File: config.mk
export PLATFORM = sky130hd
export DESIGN_NAME = if_fetch
export DESIGN_NICKNAME = d
export VERILOG_FILES = /design/src/rtl/if_fetch_pkg.sv /design/src/rtl/pc_reg.sv /design/src/rtl/if_fetch.sv
export SDC_FILE = /design/constraint.sdc
export NUM_CORES = 1
export LEC_CHECK = 0
export ABC_CLOCK_PERIOD_IN_PS = 4700
export CAP_MARGIN = 0
export CORE_ASPECT_RATIO = 0.9
export CORE_MARGIN = 2
export CORE_UTILIZATION = 42
export CTS_CLUSTER_SIZE = 25
export DETAILED_ROUTE_END_ITERATION = 8
export PLACE_DENSITY = 0.89
export SLEW_MARGIN = 0
export SYNTH_ARGS = -nofsm -noshare
export SYNTH_HDL_FRONTEND = slang
export SYNTH_HIERARCHICAL = 1
export SYNTH_SLANG_ARGS = --single-unit
export TNS_END_PERCENT = 50
File: constraint.sdc
create_clock -name clk -period 4.7 [get_ports clk]
set_clock_uncertainty 0.1 [all_clocks]
set_input_delay 0.94 -clock clk [delete_from_list [all_inputs] [get_ports clk]]
set_output_delay 0.94 -clock clk [all_outputs]
set_load 0.02 [all_outputs]
File: src/rtl/if_fetch_pkg.sv
// rtl/if_fetch_pkg.sv - shared state encodings and reset constants for the fetch stage
package if_fetch_pkg;

  typedef enum logic [1:0] {
    S_IDLE = 2'd0,
    S_REQ  = 2'd1,
    S_FULL = 2'd2
  } fetch_state_t;

  // Word address 0x0C00 is byte address 0x0000_3000.
  localparam logic [29:0] DEFAULT_RESET_PC = 30'h0000_0C00;

  function automatic logic [31:0] cnt_inc(input logic [31:0] c);
    return c + 32'd1;
  endfunction

endpackage

File: src/rtl/pc_reg.sv
// rtl/pc_reg.sv - 30-bit word program counter with load enable
module pc_reg
  import if_fetch_pkg::*;
#(
  parameter logic [29:0] RESET_PC = DEFAULT_RESET_PC
) (
  input  logic        clk,
  input  logic        rst,
  input  logic        load,
  input  logic [29:0] d,
  output logic [29:0] q
);

  always_ff @(posedge clk or negedge rst) begin
    if (!rst) begin
      q <= RESET_PC;
    end else if (load) begin
      q <= d;
    end
  end

endmodule

File: src/rtl/if_fetch.sv
// rtl/if_fetch.sv - single-outstanding instruction fetch stage with one-entry output buffer
module if_fetch
  import if_fetch_pkg::*;
#(
  parameter logic [31:2] RESET_PC = DEFAULT_RESET_PC
) (
  input  logic        clk,
  input  logic        rst,
  output logic [31:2] pc,
  input  logic [31:2] npc,
  output logic        im_req,
  output logic [31:2] im_addr,
  input  logic        im_ack,
  input  logic [31:0] im_rdata,
  output logic        inst_valid,
  output logic [31:0] inst,
  output logic [31:2] inst_pc,
  input  logic        inst_ready,
  output logic [31:0] fetch_cnt
);

  fetch_state_t state;
  fetch_state_t state_nxt;
  logic         accept;
  logic         capture;

  // Handshakes are qualified by the registered state, never by the peer's input.
  assign capture = im_req & im_ack;
  assign accept  = inst_valid & inst_ready;
  assign im_addr = pc;

  pc_reg #(
    .RESET_PC(RESET_PC)
  ) u_pc_reg (
    .clk  (clk),
    .rst  (rst),
    .load (accept),
    .d    (npc),
    .q    (pc)
  );

  always_ff @(posedge clk or negedge rst) begin
    if (!rst) begin
      state <= S_IDLE;
    end else begin
      state <= state_nxt;
    end
  end

  always_comb begin
    state_nxt = state;
    case (state)
      S_IDLE:  state_nxt = S_REQ;
      S_REQ:   if (im_ack) state_nxt = S_FULL;
      S_FULL:  if (inst_ready) state_nxt = S_REQ;
      default: state_nxt = S_IDLE;
    endcase
  end

  always_comb begin
    im_req     = 1'b0;
    inst_valid = 1'b0;
    case (state)
      S_REQ:   im_req = 1'b1;
      S_FULL:  inst_valid = 1'b1;
      default: ;
    endcase
  end

  always_ff @(posedge clk or negedge rst) begin
    if (!rst) begin
      inst    <= 32'd0;
      inst_pc <= 30'd0;
    end else if (capture) begin
      inst    <= im_rdata;
      inst_pc <= pc;
    end
  end

  always_ff @(posedge clk or negedge rst) begin
    if (!rst) begin
      fetch_cnt <= 32'd0;
    end else if (accept) begin
      fetch_cnt <= cnt_inc(fetch_cnt);
    end
  end

endmodule

==> flow_metrics.env <==
export IMPL_total_power_uw=5900
export IMPL_initial_core_util_pct=42.6
export IMPL_r2r_end="inst[0]$_DFFE_PN0P_"
export IMPL_drt_wl_total_mm=12.8
export IMPL_firstDrtPassIters=4
export IMPL_rows=39
export IMPL_syn_to_final_growth_pct=51.7
export IMPL_rrSetupSlack_ps=2410
export IMPL_die_x_um=123
export IMPL_fillers=916
export IMPL_ant_nets=0
export IMPL_synth_distinct_cells=32
export IMPL_hold_path_class="in2async"
export IMPL_status="completed"
export IMPL_fin_crit_ps=2830
export IMPL_die_area_sq_mm=0.0136
export IMPL_final_cell_mix="clkdlybuf4s50_1 (220), dfrtp_1 (124), mux2_2 (63), mux2_4 (30), clkbuf_16 (17)"
export IMPL_dp_hpwl_mm=9.13
export IMPL_num_vias=3633
export IMPL_vdd_drop_max_mv=0.512
export IMPL_dp_cells=716
export IMPL_grt_overflow=0
export IMPL_hold_viol=0
export IMPL_final_cells=748
export IMPL_required_ps=3660
export IMPL_power_frac_seq_pct=31.3
export IMPL_grt_pass1_wl_mm=20.5
export IMPL_synth_ff_type="dfrtp_1"
export IMPL_synthCells=369
export IMPL_p_switching_uw=2020
export IMPL_ys_seq_elements=126
export IMPL_drc=0
export IMPL_clk_latency_ps=410
export IMPL_drt_iter0_markers=154
export IMPL_nets=638
export IMPL_final_max_slew_viol_count=0
export IMPL_syn_area_per_cell_sq_um=14.5
export IMPL_syn_nets=436
export IMPL_comb_power_share_pct=45.6
export IMPL_critPathCapture="inst_valid"
export IMPL_cts_hold_buf=0
export IMPL_ios=222
export IMPL_post_cts_buffers=0
export IMPL_p_int_uw=3880
export IMPL_drive_gt1_share_pct=23.8
export IMPL_diodes=0
export IMPL_yosys_area_top_type="dfrtp_1"
export IMPL_wire_per_inst_um=17.2
export IMPL_critPathKind="reg2out"
export IMPL_synthArstFlopShare_pct=100
export IMPL_io_buffers=221
export IMPL_yosysWarnings=6
export IMPL_layout_commonest_cell="clkdlybuf4s50_1"
export IMPL_coreArea_sq_mm=0.0125
export IMPL_cts_made_buffers=17
export IMPL_rsz0062_at_grt="false"
export IMPL_yosys_top_cells_area="dfrtp_1 (58%), mux2_2 (13%), mux2_4 (8.4%), buf_4 (4.2%), xor2_1 (2.6%)"
export IMPL_viasPerCell=4.86
export IMPL_cts_sinks=126
export IMPL_synthesis_area_sq_mm=0.00534
export IMPL_grt_pass1_vias=3945
export IMPL_powerDensity_mw_per_mm2=728
export IMPL_fmax_ghz=0.353
export IMPL_r2r_cells=4
export IMPL_grt_use_total_pct=19.6
export IMPL_grt_start_max_net_pins=50
export IMPL_final_util_pct=64.6
export IMPL_yosysSeqAreaShare_pct=59.1
export IMPL_synth_top_area_share_pct=58.1
export IMPL_swShare_pct=34.3
export IMPL_startpoint_type="register"
export IMPL_clkTransAtPathRegs_ps=60
export IMPL_synth_edff_count=0
export IMPL_relSlewSlack_pct=33.5
export IMPL_cp_end_kind="output port"
export IMPL_post_route_period_util_pct=60.3
export IMPL_setup_worst_path_start="state[1]$_DFFE_PN0P_"
export IMPL_arrival_ps=1790
export IMPL_worstReg2RegStart="state[0]$_DFFE_PN0P_"
export IMPL_htreeDepth=4
export IMPL_cts_tree="yes"
export IMPL_root_buffer="clkbuf_16"
export IMPL_gp_congestion=0.825
export IMPL_antenna_found_initial=0
export IMPL_setup_viol=0
export IMPL_worst_pin_slew_ps=996
export IMPL_p_clk_share_pct=23.0
export IMPL_cts_buffer_depth=2
export IMPL_maxCapViolCount=0
export IMPL_cts_resized=0
export IMPL_path_max_fanout=5
export IMPL_fin_tns_setup_ps=0
export IMPL_fp_dieH_um=111
export IMPL_p_leak_uw=0.00353
==> cell families after synthesis <==
logic type,after synthesis,synth area share [%]
AO/OA/AOI/OAI,3,0.328
buffers and inverters,48,6.09
adder cells (fa/ha/maj),1,0.234
AND/OR/NAND/NOR,67,7.31
multiplexers,93,21.7
XOR/XNOR,31,5.22
flip-flops,126,59.1
==> area by class of cell <==
class                           count  area (sq um)  area share (%)
Sequential cell                   126          3160            38.9
Timing Repair Buffer              224          2230            27.5
Multi-Input combinational cell    195          1860            23.0
Clock buffer                       18           429            5.30
Tap cell                          164           205            2.53
Clock inverter                     14           193            2.38
Inverter                            7          26.3           0.324
==> state kept, by name, indices dropped and copies added, names as in the netlist <==
name and cells:
fetch_cnt 32, state 2, inst_pc 30, u_pc_reg/q 30, inst 32
==> cell usage after synthesis, types with 2 or more instances <==
master / count
nand4_1: 4
dfstp_2: 2
nand3_1: 9
mux2_4: 30
nor2_1: 3
dfrtp_1: 124
buf_6: 3
mux2_2: 63
xnor2_1: 14
buf_4: 30
and2_1: 5
inv_1: 7
and3_1: 4
buf_2: 8
nand2_1: 15
nor4_1: 5
nor2b_1: 2
nor3_1: 12
xor2_1: 16
==> per-stage QoR <==
step                hold slack (ps)  area [sq um]  setup slack (ps)
floorplan                       365          5340              2530
global placement                372          7480              1650
detailed placement              382          7480              1560
CTS                             355          8100              1840
global route                    379          8100              1770
finish                          364          8100              1870
==> how the worst min path moves through the flow <==
stage / cells past startpoint / slack (ps) / start / to
finish: 1 / 360 / rst / fetch_cnt[10]$_DFFE_PN0P_
detailed placement: 1 / 380 / fetch_cnt[10]$_DFFE_PN0P_ / fetch_cnt[10]$_DFFE_PN0P_
CTS: 1 / 360 / rst / fetch_cnt[9]$_DFFE_PN0P_
global route: 1 / 380 / rst / fetch_cnt[8]$_DFFE_PN0P_
global placement: 1 / 370 / fetch_cnt[10]$_DFFE_PN0P_ / fetch_cnt[10]$_DFFE_PN0P_
floorplan: 1 / 370 / state[1]$_DFFE_PN0P_ / state[0]$_DFFE_PN0P_
==> worst max-delay path: stages, from the launching register on <==
cell and delay (ps):
dfrtp_1 400, nor2b_1 330, clkdlybuf4s50_1 670
==> per-layer routing <==
| layer | vias up | GRT usage [%] | share of wire (%) |
|---|---|---|---|
| met5 | - | 0 | 0 |
| met2 | 152 | 31.9 | 50 |
| li1 | 1652 | - | - |
| met3 | 18 | 6.43 | 7.6 |
| met4 | 0 | 7.51 | 1.4 |
| met1 | 1811 | 23.9 | 41 |
==> power by group through the flow <==
stage          registers [uW]  clock network [uW]  logic, uW
2_1_floorplan            2310                   0       1050
3_5_place_dp             1860                   0       2710
3_3_place_gp             1830                   0       2650
5_1_grt                  1910                1440       2820
6_report                 1850                1360       2690
4_1_cts                  1850                1390       2720
No activity file was read; power rests on OpenSTA's default activity.
